--- src/rtl/mnist_inference_sched.sv ---
// Frame sequencer for the two-layer MNIST datapath: start L1, start L2, capture class, report.
// Optional performance counters are built when SCHED_PERF_CNT_EN is defined.
module mnist_inference_sched #(
    parameter int unsigned ID_WIDTH       = 8,
    parameter int unsigned TIMEOUT_CYCLES = 4096,
    parameter int unsigned TO_WIDTH       = 13
) (
    input  logic                clk_i,
    input  logic                reset_ni,
    input  logic                req_valid_i,
    output logic                req_ready_o,
    input  logic [ID_WIDTH-1:0] req_id_i,
    output logic                l1_start_o,
    input  logic                l1_done_i,
    output logic                l2_start_o,
    input  logic                l2_done_i,
    input  logic [3:0]          l2_class_i,
    output logic                res_valid_o,
    input  logic                res_ready_i,
    output logic [ID_WIDTH-1:0] res_id_o,
    output logic [3:0]          res_class_o,
    output logic                res_error_o,
    output logic                err_layer_o,
`ifdef SCHED_PERF_CNT_EN
    output logic [31:0]         frame_cycles_o,
    output logic [15:0]         frames_ok_o,
    output logic [15:0]         frames_err_o,
`endif
    output logic                busy_o
);

    typedef enum logic [2:0] {
        StIdle, StL1Go, StL1Wait, StL2Go, StL2Wait, StL2Cap, StAbort, StResult
    } state_e;

    localparam logic [TO_WIDTH-1:0] WdLast = TO_WIDTH'(TIMEOUT_CYCLES - 1);
    localparam logic [TO_WIDTH-1:0] WdMax  = '1;

    state_e              state_q;
    logic [TO_WIDTH-1:0] wd_q;
    logic [TO_WIDTH-1:0] wd_inc;
    logic [ID_WIDTH-1:0] tag_q;
    logic                wd_expired;

    assign req_ready_o = (state_q == StIdle);
    assign res_id_o    = tag_q;
    assign wd_expired  = (wd_q == WdLast);
    // Saturating increment so the watchdog can never wrap back to a live count.
    assign wd_inc      = (wd_q == WdMax) ? wd_q : wd_q + TO_WIDTH'(1);

    always_ff @(posedge clk_i or negedge reset_ni) begin
        if (!reset_ni) begin
            state_q     <= StIdle;
            wd_q        <= '0;
            tag_q       <= '0;
            l1_start_o  <= 1'b0;
            l2_start_o  <= 1'b0;
            res_valid_o <= 1'b0;
            res_class_o <= 4'h0;
            res_error_o <= 1'b0;
            err_layer_o <= 1'b0;
            busy_o      <= 1'b0;
        end else begin
            l1_start_o <= 1'b0;
            l2_start_o <= 1'b0;
            unique case (state_q)
                StIdle: begin
                    if (req_valid_i) begin
                        tag_q      <= req_id_i;
                        l1_start_o <= 1'b1;
                        busy_o     <= 1'b1;
                        state_q    <= StL1Go;
                    end
                end
                StL1Go: begin
                    wd_q    <= '0;
                    state_q <= StL1Wait;
                end
                StL1Wait: begin
                    wd_q <= wd_inc;
                    // A done on the expiry cycle takes priority over the abort.
                    if (l1_done_i) begin
                        l2_start_o <= 1'b1;
                        state_q    <= StL2Go;
                    end else if (wd_expired) begin
                        err_layer_o <= 1'b0;
                        state_q     <= StAbort;
                    end
                end
                StL2Go: begin
                    wd_q    <= '0;
                    state_q <= StL2Wait;
                end
                StL2Wait: begin
                    wd_q <= wd_inc;
                    if (l2_done_i) begin
                        state_q <= StL2Cap;
                    end else if (wd_expired) begin
                        err_layer_o <= 1'b1;
                        state_q     <= StAbort;
                    end
                end
                StL2Cap: begin
                    res_class_o <= l2_class_i;
                    res_error_o <= 1'b0;
                    err_layer_o <= 1'b0;
                    res_valid_o <= 1'b1;
                    state_q     <= StResult;
                end
                StAbort: begin
                    res_class_o <= 4'hF;
                    res_error_o <= 1'b1;
                    res_valid_o <= 1'b1;
                    state_q     <= StResult;
                end
                StResult: begin
                    if (res_ready_i) begin
                        res_valid_o <= 1'b0;
                        busy_o      <= 1'b0;
                        state_q     <= StIdle;
                    end
                end
                default: state_q <= StIdle;
            endcase
        end
    end

`ifdef SCHED_PERF_CNT_EN
    logic [31:0] cyc_q;
    logic [31:0] frame_cycles_q;
    logic [15:0] frames_ok_q;
    logic [15:0] frames_err_q;

    assign frame_cycles_o = frame_cycles_q;
    assign frames_ok_o    = frames_ok_q;
    assign frames_err_o   = frames_err_q;

    // cyc_q counts cycles since accept; the +2 folds in the accept and RESULT-entry cycles.
    always_ff @(posedge clk_i or negedge reset_ni) begin
        if (!reset_ni) begin
            cyc_q          <= '0;
            frame_cycles_q <= '0;
            frames_ok_q    <= '0;
            frames_err_q   <= '0;
        end else begin
            if (state_q == StIdle && req_valid_i) begin
                cyc_q <= 32'd1;
            end else if (state_q != StIdle && state_q != StResult) begin
                cyc_q <= cyc_q + 32'd1;
            end
            if (state_q == StL2Cap || state_q == StAbort) begin
                frame_cycles_q <= cyc_q + 32'd2;
            end
            if (state_q == StResult && res_ready_i) begin
                if (res_error_o) begin
                    frames_err_q <= frames_err_q + 16'd1;
                end else begin
                    frames_ok_q <= frames_ok_q + 16'd1;
                end
            end
        end
    end
`endif

endmodule

--- config.mk ---
export PLATFORM = sky130hd
export DESIGN_NAME = mnist_inference_sched
export DESIGN_NICKNAME = d
export VERILOG_FILES = /design/src/rtl/mnist_inference_sched.sv
export SDC_FILE = /design/constraint.sdc
export NUM_CORES = 1
export LEC_CHECK = 0
export BUFFER_PORTS_ARGS = -buffer_cell sky130_fd_sc_hd__buf_2
export CAP_MARGIN = 20
export CORE_MARGIN = 1
export CORE_UTILIZATION = 39
export CTS_CLUSTER_SIZE = 14
export DETAILED_ROUTE_END_ITERATION = 12
export SLEW_MARGIN = 40
export SYNTH_ARGS = -nofsm -noshare
export SYNTH_HDL_FRONTEND = slang
export SYNTH_SLANG_ARGS = --single-unit
--- constraint.sdc ---
create_clock -name clk_i -period 4.5 [get_ports clk_i]
set_input_delay 0.225 -clock clk_i [delete_from_list [all_inputs] [get_ports clk_i]]
set_output_delay 0.225 -clock clk_i [all_outputs]
set_load 0.02 [all_outputs]
==> results of run 1 <==
## path summary, 6_finish.rpt
| kind | to | slack (ns) | cells after the start |
|---|---|---|---|
| worst max-delay path | wd_q[9]$_DFFE_PN0P_ | 2.34 | 4 |
| worst min-delay path | res_id_o[1]$_DFFE_PN0P_ | 0.17 | 2 |
| worst max register to register | wd_q[9]$_DFFE_PN0P_ | 2.34 | 4 |
| worst min register to register | res_id_o[2]$_DFFE_PN0P_ | 0.51 | 1 |
| max in group asynchronous | res_error_o$_DFFE_PN0P_ | 3.78 | 2 |
| min in group asynchronous | wd_q[10]$_DFFE_PN0P_ | 0.42 | 2 |
## kinds of logic after synthesis
group / share of synthesized area [%]
fa+ha+maj: 0.756
flops: 51.4
buf+inv: 2.80
compound gates: 10.4
mux: 11.0
xor+xnor: 1.06
simple gates: 22.6
## metrics by stage
step | worst slack, ns | std cells | area [um2]
3_3_place_gp | 2.42 | 244 | 1860
6_report | 2.34 | 252 | 1950
5_1_grt | 2.25 | 252 | 1950
2_1_floorplan | 2.58 | 166 | 1660
4_1_cts | 2.35 | 251 | 1940
3_5_place_dp | 2.36 | 244 | 1860
## layer usage
layer	vias up	GRT usage [%]	wire length, um
li1	682	-	-
met1	651	22.8	1680
met2	42	25.0	1560
met3	8	4.05	155
met4	0	10.1	73
met5	-	0	0
## what timing repair did
action                    in CTS  in global routing
hold endpoints to repair       0                 34
resized for setup              0                  0
hold buffers                   0                  1
## report_power, final
group	switching [mW]	total (mW)	internal (mW)
registers	0.116	0.515	0.398
logic	0.273	0.463	0.190
clock network	0.106	0.210	0.104
## area by class of cell
type / count / area (um2)
Fill cell: 395 / 2070
Sequential cell: 34 / 851
Multi-Input combinational cell: 121 / 758
Timing Repair Buffer: 37 / 193
Clock buffer: 5 / 68.8
Tap cell: 50 / 62.6
Inverter: 3 / 11.3
Clock inverter: 2 / 10.0
## layout by cell type, fill, tap and decap left out, drive strengths merged, types with 4 or more instances in the layout
| cell type | n |
|---|---|
| mux2 | 9 |
| nand2b | 4 |
| nand2 | 18 |
| dfrtp | 34 |
| nor4 | 4 |
| mux2i | 8 |
| nor3 | 4 |
| and4 | 4 |
| nand3 | 6 |
| clkbuf | 5 |
| nand4 | 7 |
| nor2 | 16 |
| a21oi | 12 |
| buf | 36 |
| and3 | 6 |
| o22ai | 4 |
## state kept, by name, summed over array words and instances (netlist names)
signal	cells
wd_q	13
l2_start_o	1
busy_o	1
state_q	3
err_layer_o	1
res_class_o	4
res_error_o	1
l1_start_o	1
res_valid_o	1
res_id_o	8
## critical path: stages (launching register included)
cell     delay, ns
dfrtp_1       0.63
xnor2_1       0.18
or4b_1        0.63
or4_1         0.50
a21oi_1       0.15
==> flow_metrics.env, run 1 <==
export IMPL_grt_pass1_wl_um=5650
export IMPL_clk_insertion_delay_late_ns=0.28
export IMPL_synth_nets=185
export IMPL_synth_seq_cells=34
export IMPL_path_class="reg2reg"
export IMPL_finalMaxSlewViolations=0
export IMPL_grt_ovfl_total=0
export IMPL_crit_reg2reg_launch="state_q[2]$_DFFE_PN0P_"
export IMPL_synth_top_flop_cell="dfrtp_1"
export IMPL_antenna_cells=0
export IMPL_portBuffers=36
export IMPL_first_pass_iters=4
export IMPL_peakVddDrop_mv=0.324
export IMPL_clockBufferDepth=2
export IMPL_dr_total_vias=1383
export IMPL_num_rows=23
export IMPL_cts_root_buf="clkbuf_8"
export IMPL_min_period_ns=2.16
export IMPL_synthArstFlopShare_pct=100
export IMPL_fin_worst_skew_ns=0.00632
export IMPL_finalSetupTns_ns=0
export IMPL_dp_hpwl_um=2460
export IMPL_cts_buffers=5
export IMPL_synthCells=166
export IMPL_tightest_slew_ns=0.645
export IMPL_endpoint_kind="flip-flop"
export IMPL_drv_cap=0
export IMPL_wl_per_cell_um=13.8
export IMPL_fp_dieW_um=67.2
export IMPL_startpoint_type="flip-flop"
export IMPL_crit_start="state_q[2]$_DFFE_PN0P_"
export IMPL_area_growth_synth_to_final_pct=18.1
export IMPL_power_mw=1.19
export IMPL_drt_wl_total_um=3470
export IMPL_whs_ns=0.168
export IMPL_p_per_area_mw_per_mm2=608
export IMPL_viasPerCell=5.49
export IMPL_worstPathRequired_ns=4.71
export IMPL_hp_class="in2reg"
export IMPL_yosys_area_top_type_share_pct=51.4
export IMPL_yosysSeqAreaShare_pct=51.4
export IMPL_path_clk_slew_ns=0.07
export IMPL_period_share_pct=48.0
export IMPL_synth_area_leader_cell="dfrtp_1"
export IMPL_drc=0
export IMPL_post_cts_buffers=0
export IMPL_slew_headroom_pct=56.6
export IMPL_hold_violations=0
export IMPL_cts_htree_levels=2
export IMPL_fin_util_pct=48.5
export IMPL_synth_most_common_cell="dfrtp_1"
export IMPL_die_area_mm2=0.00451
export IMPL_fmax_ghz=0.463
export IMPL_yosysUniqueCellTypes=34
export IMPL_grt_pass1_vias=1243
export IMPL_antenna_found_initial=0
export IMPL_crit_arrival_ns=2.37
export IMPL_outcome="completed"
export IMPL_finalSetupViolCount=0
export IMPL_grt_max_degree=35
export IMPL_synth_common_cells="34 x dfrtp_1, 18 x nand2_1, 16 x nor2_1"
export IMPL_synth_edf_count=0
export IMPL_power_leakage_nw=0.925
export IMPL_ys_warn_count=0
export IMPL_yosys_top_cells_area="dfrtp_1 51%, mux2_2 6.1%, mux2i_1 4.8%"
export IMPL_grt_usage_pct=17.1
export IMPL_ant_nets=0
export IMPL_cts_sinks=34
export IMPL_layout_drive_gt1_share_pct=26.2
export IMPL_hp_start="req_id_i[1]"
export IMPL_first_iter_violations=129
export IMPL_cts_tree="done"
export IMPL_synth_area_mm2=0.00166
export IMPL_avgSynthCellArea_um2=9.97
export IMPL_core_mm2=0.00403
export IMPL_routabilityCongestion=0.824
export IMPL_start_util_pct=41.1
export IMPL_boundaryPins=37
export IMPL_cp_max_fo=16
export IMPL_rsz0062_at_grt="false"
export IMPL_die_y_um=67.2
export IMPL_fin_nets=221
Note: power is estimated with default switching activity, not from simulation.
==> inputs of run 2 (changes only) <==
==> constraint.sdc (replaced) <==
create_clock -name clk_i -period 2 [get_ports clk_i]
set_input_delay 0.1 -clock clk_i [delete_from_list [all_inputs] [get_ports clk_i]]
set_output_delay 0.1 -clock clk_i [all_outputs]
set_load 0.02 [all_outputs]
==> flow_metrics.env, run 2 (synthesis gave the netlist of run 1 again) <==
export IMPL_outcome="completed"
export IMPL_hold_violations=0
export IMPL_swShare_pct=40.2
export IMPL_die_area_mm2=0.00451
export IMPL_multi_input_comb_area_um2=764
export IMPL_tightest_slew_ns=0.453
export IMPL_start_util_pct=41.1
export IMPL_p_sw_mw=1.11
export IMPL_routabilityCongestion=0.828
export IMPL_drc=0
export IMPL_clockBufferDepth=2
export IMPL_fp_dieW_um=67.2
export IMPL_clk_insertion_delay_late_ns=0.28
export IMPL_antenna_found_initial=0
export IMPL_finalSetupTns_ns=0
export IMPL_first_pass_iters=4
export IMPL_period_share_pct=94.4
export IMPL_fmax_ghz=0.530
export IMPL_endpoint_kind="flip-flop"
export IMPL_fin_util_pct=49.9
export IMPL_worstPathRequired_ns=2.21
export IMPL_crit_arrival_ns=2.09
export IMPL_grt_pass1_wl_um=5560
export IMPL_slew_headroom_pct=69.5
export IMPL_cts_tree="done"
export IMPL_path_clk_slew_ns=0.07
export IMPL_die_y_um=67.2
export IMPL_min_period_ns=1.89
export IMPL_seqPwrFrac_pct=37.6
export IMPL_viasPerCell=5.40
export IMPL_cts_sinks=34
export IMPL_portBuffers=36
export IMPL_seq_area_um2=851
export IMPL_power_mw=2.76
export IMPL_area_growth_synth_to_final_pct=21.5
export IMPL_fin_worst_skew_ns=0.00509
export IMPL_ant_nets=0
export IMPL_first_iter_violations=145
export IMPL_hp_class="in2reg"
export IMPL_path_class="reg2reg"
export IMPL_drt_wl_total_um=3470
export IMPL_final_cell_mix="35 x buf_2, 34 x dfrtp_1, 18 x nand2_1"
export IMPL_post_cts_buffers=0
export IMPL_core_mm2=0.00403
export IMPL_rsz0062_at_grt="false"
export IMPL_dr_total_vias=1393
export IMPL_grt_ovfl_total=0
export IMPL_finalMaxSlewViolations=0
export IMPL_dp_hpwl_um=2520
export IMPL_comb_power_share_pct=44.0
export IMPL_fin_nets=226
export IMPL_regMostFlops="wd_q"
export IMPL_cts_root_buf="clkbuf_8"
export IMPL_largest_reg_flops=13
export IMPL_power_frac_clock_pct=18.4
export IMPL_final_cell_area_mm2=0.00201
export IMPL_cts_htree_levels=2
export IMPL_fillers=393
export IMPL_peakVddDrop_mv=0.844
export IMPL_grt_usage_pct=16.8
export IMPL_grt_max_degree=35
export IMPL_num_rows=23
export IMPL_cp_max_fo=6
export IMPL_startpoint_type="flip-flop"
export IMPL_p_per_area_mw_per_mm2=1370
export IMPL_finalSetupViolCount=0
export IMPL_dpl_cell_area_mm2=0.00190
export IMPL_cts_buffers=5
export IMPL_final_common_cell="buf_2"
export IMPL_antenna_cells=0
export IMPL_grt_pass1_vias=1207
export IMPL_internal_power_mw=1.65
export IMPL_layout_drive_gt1_share_pct=28.4
export IMPL_drv_cap=0
export IMPL_place_inst=249
export IMPL_power_leakage_nw=0.954
export IMPL_wl_per_cell_um=13.4
export IMPL_stdcell_count=258
export IMPL_boundaryPins=37
run 2: changes by cell type in the layout (fill, tap and decap cells not counted), sizes merged:
cell	before	now
buf	36	41
clkbuf	5	7
clkinv	2	1
run 2: per-stage QoR:
stage / setup slack (ns) / hold slack, ns
after floorplan: 0.0824 / -0.196
after global placement: 0.160 / 0.203
after detailed placement: 0.138 / 0.211
after CTS: 0.116 / 0.0468
after global routing: 0.0266 / 0.0545
final: 0.112 / 0.0538
run 2: path summary, 6_finish.rpt:
| kind | startpoint | to | slack (ns) | cells past startpoint |
|---|---|---|---|---|
| worst max register to register | state_q[1]$_DFFE_PN0P_ | wd_q[9]$_DFFE_PN0P_ | 0.11 | 4 |
| worst min register to register | res_id_o[6]$_DFFE_PN0P_ | res_id_o[6]$_DFFE_PN0P_ | 0.50 | 1 |
| max in group asynchronous | reset_ni | res_id_o[2]$_DFFE_PN0P_ | 1.39 | 2 |
| worst min-delay path | req_id_i[2] | res_id_o[2]$_DFFE_PN0P_ | 0.05 | 2 |
| min in group asynchronous | reset_ni | wd_q[7]$_DFFE_PN0P_ | 0.30 | 2 |
| worst max-delay path | state_q[1]$_DFFE_PN0P_ | wd_q[9]$_DFFE_PN0P_ | 0.11 | 4 |
run 2: power groups by stage:
stage | Sequential [mW] | Clock (mW) | Combinational, mW
floorplan | 1.20 | 0 | 0.698
global placement | 1.04 | 0 | 1.19
detailed placement | 1.04 | 0 | 1.21
CTS | 1.04 | 0.525 | 1.22
global route | 1.07 | 0.554 | 1.35
finish | 1.04 | 0.508 | 1.21
run 2: layout make-up:
| cell class | count | area share (%) |
|---|---|---|
| clock buffer | 7 | 4.29 |
| timing repair buffer | 42 | 11.4 |
| clock inverter | 1 | 0.249 |
| tap | 50 | 3.11 |
| sequential | 34 | 42.3 |
| multi-input combinational | 121 | 38.0 |
| inverter | 3 | 0.560 |
run 2: routing by layer:
layer | routed length, um | vias up | global-route usage (%) | part of all wire, %
met2 | 1570 | 48 | 23.3 | 45
li1 | - | 693 | - | -
met5 | 0 | - | 0 | 0
met3 | 164 | 4 | 4.56 | 4.7
met4 | 37 | 0 | 7.71 | 1.1
met1 | 1690 | 648 | 24.1 | 49
run 2: repair_timing:
action / CTS / global route
hold buffers: 1 / 0
resized for setup: 0 / 1
endpoints found under the hold margin: 34 / 0
endpoints found under the setup margin: 0 / 1
run 2: critical path, stage by stage (launching register included):
cell,delay [ns]
dfrtp_1,0.39
xnor2_1,0.17
or4b_1,0.61
or4_1,0.49
a21oi_1,0.15
==> inputs of run 3 (changes only) <==
--- a/config.mk
+++ b/config.mk
@@ -11,6 +11,7 @@
 export CORE_UTILIZATION = 39
 export CTS_CLUSTER_SIZE = 14
 export DETAILED_ROUTE_END_ITERATION = 12
+export SETUP_SLACK_MARGIN = 0.5
 export SLEW_MARGIN = 40
 export SYNTH_ARGS = -nofsm -noshare
 export SYNTH_HDL_FRONTEND = slang
==> flow_metrics.env, run 3 (synthesis gave the netlist of run 1 again) <==
export IMPL_swShare_pct=41.8
export IMPL_layout_drive_gt1_share_pct=45.0
export IMPL_cts_root_buf="clkbuf_8"
export IMPL_seqPwrFrac_pct=35.2
export IMPL_finalSetupTns_ns=0
export IMPL_fillers=362
export IMPL_cp_max_fo=8
export IMPL_crit_arrival_ns=1.96
export IMPL_fin_util_pct=57.5
export IMPL_power_leakage_nw=1.05
export IMPL_cts_htree_levels=2
export IMPL_dp_hpwl_um=2680
export IMPL_startpoint_type="flip-flop"
export IMPL_p_sw_mw=1.30
export IMPL_finalMaxSlewViolations=0
export IMPL_antenna_cells=0
export IMPL_min_period_ns=1.75
export IMPL_num_rows=23
export IMPL_path_class="reg2reg"
export IMPL_fp_dieW_um=67.2
export IMPL_endpoint_kind="flip-flop"
export IMPL_fin_worst_skew_ns=0.00538
export IMPL_drc=0
export IMPL_portBuffers=36
export IMPL_cts_tree="done"
export IMPL_dr_total_vias=1522
export IMPL_whs_ns=0.0374
export IMPL_wl_per_cell_um=16.6
export IMPL_final_common_cell="buf_2"
export IMPL_die_y_um=67.2
export IMPL_rsz0062_at_grt="true"
export IMPL_viasPerCell=5.60
export IMPL_comb_power_share_pct=48.9
export IMPL_seq_area_um2=855
export IMPL_finalSetupViolCount=0
export IMPL_power_frac_clock_pct=15.9
export IMPL_antenna_found_initial=0
export IMPL_core_mm2=0.00403
export IMPL_grt_pass1_wl_um=6690
export IMPL_drt_wl_total_um=4500
export IMPL_grt_pass1_vias=1464
export IMPL_clockBufferDepth=2
export IMPL_die_area_mm2=0.00451
export IMPL_internal_power_mw=1.81
export IMPL_fmax_ghz=0.573
export IMPL_cts_sinks=34
export IMPL_routabilityCongestion=0.786
export IMPL_regMostFlops="wd_q"
export IMPL_peakVddDrop_mv=0.726
export IMPL_largest_reg_flops=13
export IMPL_grt_ovfl_total=0
export IMPL_dpl_worst_slack_ns=0.0820
export IMPL_multi_input_comb_area_um2=943
export IMPL_tightest_slew_ns=0.431
export IMPL_first_iter_violations=36
export IMPL_grt_usage_pct=20.1
export IMPL_start_util_pct=41.1
export IMPL_path_clk_slew_ns=0.07
export IMPL_drv_cap=0
export IMPL_grt_max_degree=35
export IMPL_fin_nets=241
export IMPL_slew_headroom_pct=71.3
export IMPL_final_cell_mix="35 x buf_2, 31 x dfrtp_1, 17 x nand2_1, 17 x buf_4, 13 x nor2_1"
export IMPL_cts_buffers=5
export IMPL_outcome="completed"
export IMPL_area_growth_synth_to_final_pct=40.1
export IMPL_first_pass_iters=4
export IMPL_p_per_area_mw_per_mm2=1340
export IMPL_clk_insertion_delay_late_ns=0.29
export IMPL_worstPathRequired_ns=2.22
export IMPL_ant_nets=0
export IMPL_hp_class="in2reg"
export IMPL_hold_violations=0
export IMPL_boundaryPins=37
export IMPL_period_share_pct=87.3
export IMPL_fin_ws_ns=0.254
-- run 3: layer usage --
layer  GRT usage (%)  share of wire [%]
met1            23.6                 42
met2            34.6                 52
met3            3.72                3.5
met4            10.6                2.1
met5               0                  0
-- run 3: what timing repair did --
action | 4_1_cts | 5_1_grt
setup buffers | 6 | 9
gates resized for setup | 14 | 31
pin swaps | 3 | 9
endpoints found under the setup margin | 24 | 24
gates cloned | 1 | 0
hold buffers | 1 | 0
hold endpoints to repair | 34 | 0
-- run 3: final timing paths --
kind,startpoint,endpoint,slack (ns),depth (start not counted)
hold / removal,req_id_i[1],res_id_o[1]$_DFFE_PN0P_,0.04,2
setup reg to reg,state_q[0]$_DFFE_PN0P_,wd_q[9]$_DFFE_PN0P_,0.25,3
hold reg to reg,res_id_o[0]$_DFFE_PN0P_,res_id_o[0]$_DFFE_PN0P_,0.51,1
min in group asynchronous,reset_ni,wd_q[9]$_DFFE_PN0P_,0.30,2
max in group asynchronous,reset_ni,wd_q[8]$_DFFE_PN0P_,1.38,2
setup / recovery,state_q[0]$_DFFE_PN0P_,wd_q[9]$_DFFE_PN0P_,0.25,3
-- run 3: stage by stage --
stage / area [um2] / std cells / total power [mW]
after floorplan: 1680 / 166 / 1.93
after global placement: 1910 / 248 / 2.23
after detailed placement: 1910 / 248 / 2.28
after CTS: 2100 / 263 / 2.90
after global routing: 2320 / 272 / 3.31
final: 2320 / 272 / 3.11
-- run 3: cell type report --
type / instances / area share, %
Clock buffer: 5 / 2.97
Inverter: 3 / 0.809
Clock inverter: 2 / 0.648
Sequential cell: 34 / 36.9
Multi-Input combinational cell: 122 / 40.7
Tap cell: 50 / 2.70
Timing Repair Buffer: 56 / 15.3
-- run 3: power by group through the flow --
stage / sequential (mW) / clock (mW) / combinational [mW]
floorplan: 1.21 / 0 / 0.720
global placement: 1.06 / 0 / 1.18
detailed placement: 1.07 / 0 / 1.21
CTS: 1.06 / 0.506 / 1.33
global route: 1.12 / 0.527 / 1.66
finish: 1.10 / 0.494 / 1.52
-- run 3: critical path: stages (launching register included) --
cell     delay (ns)
dfrtp_2        0.50
or4b_4         0.60
or4_4          0.44
a21oi_2        0.14
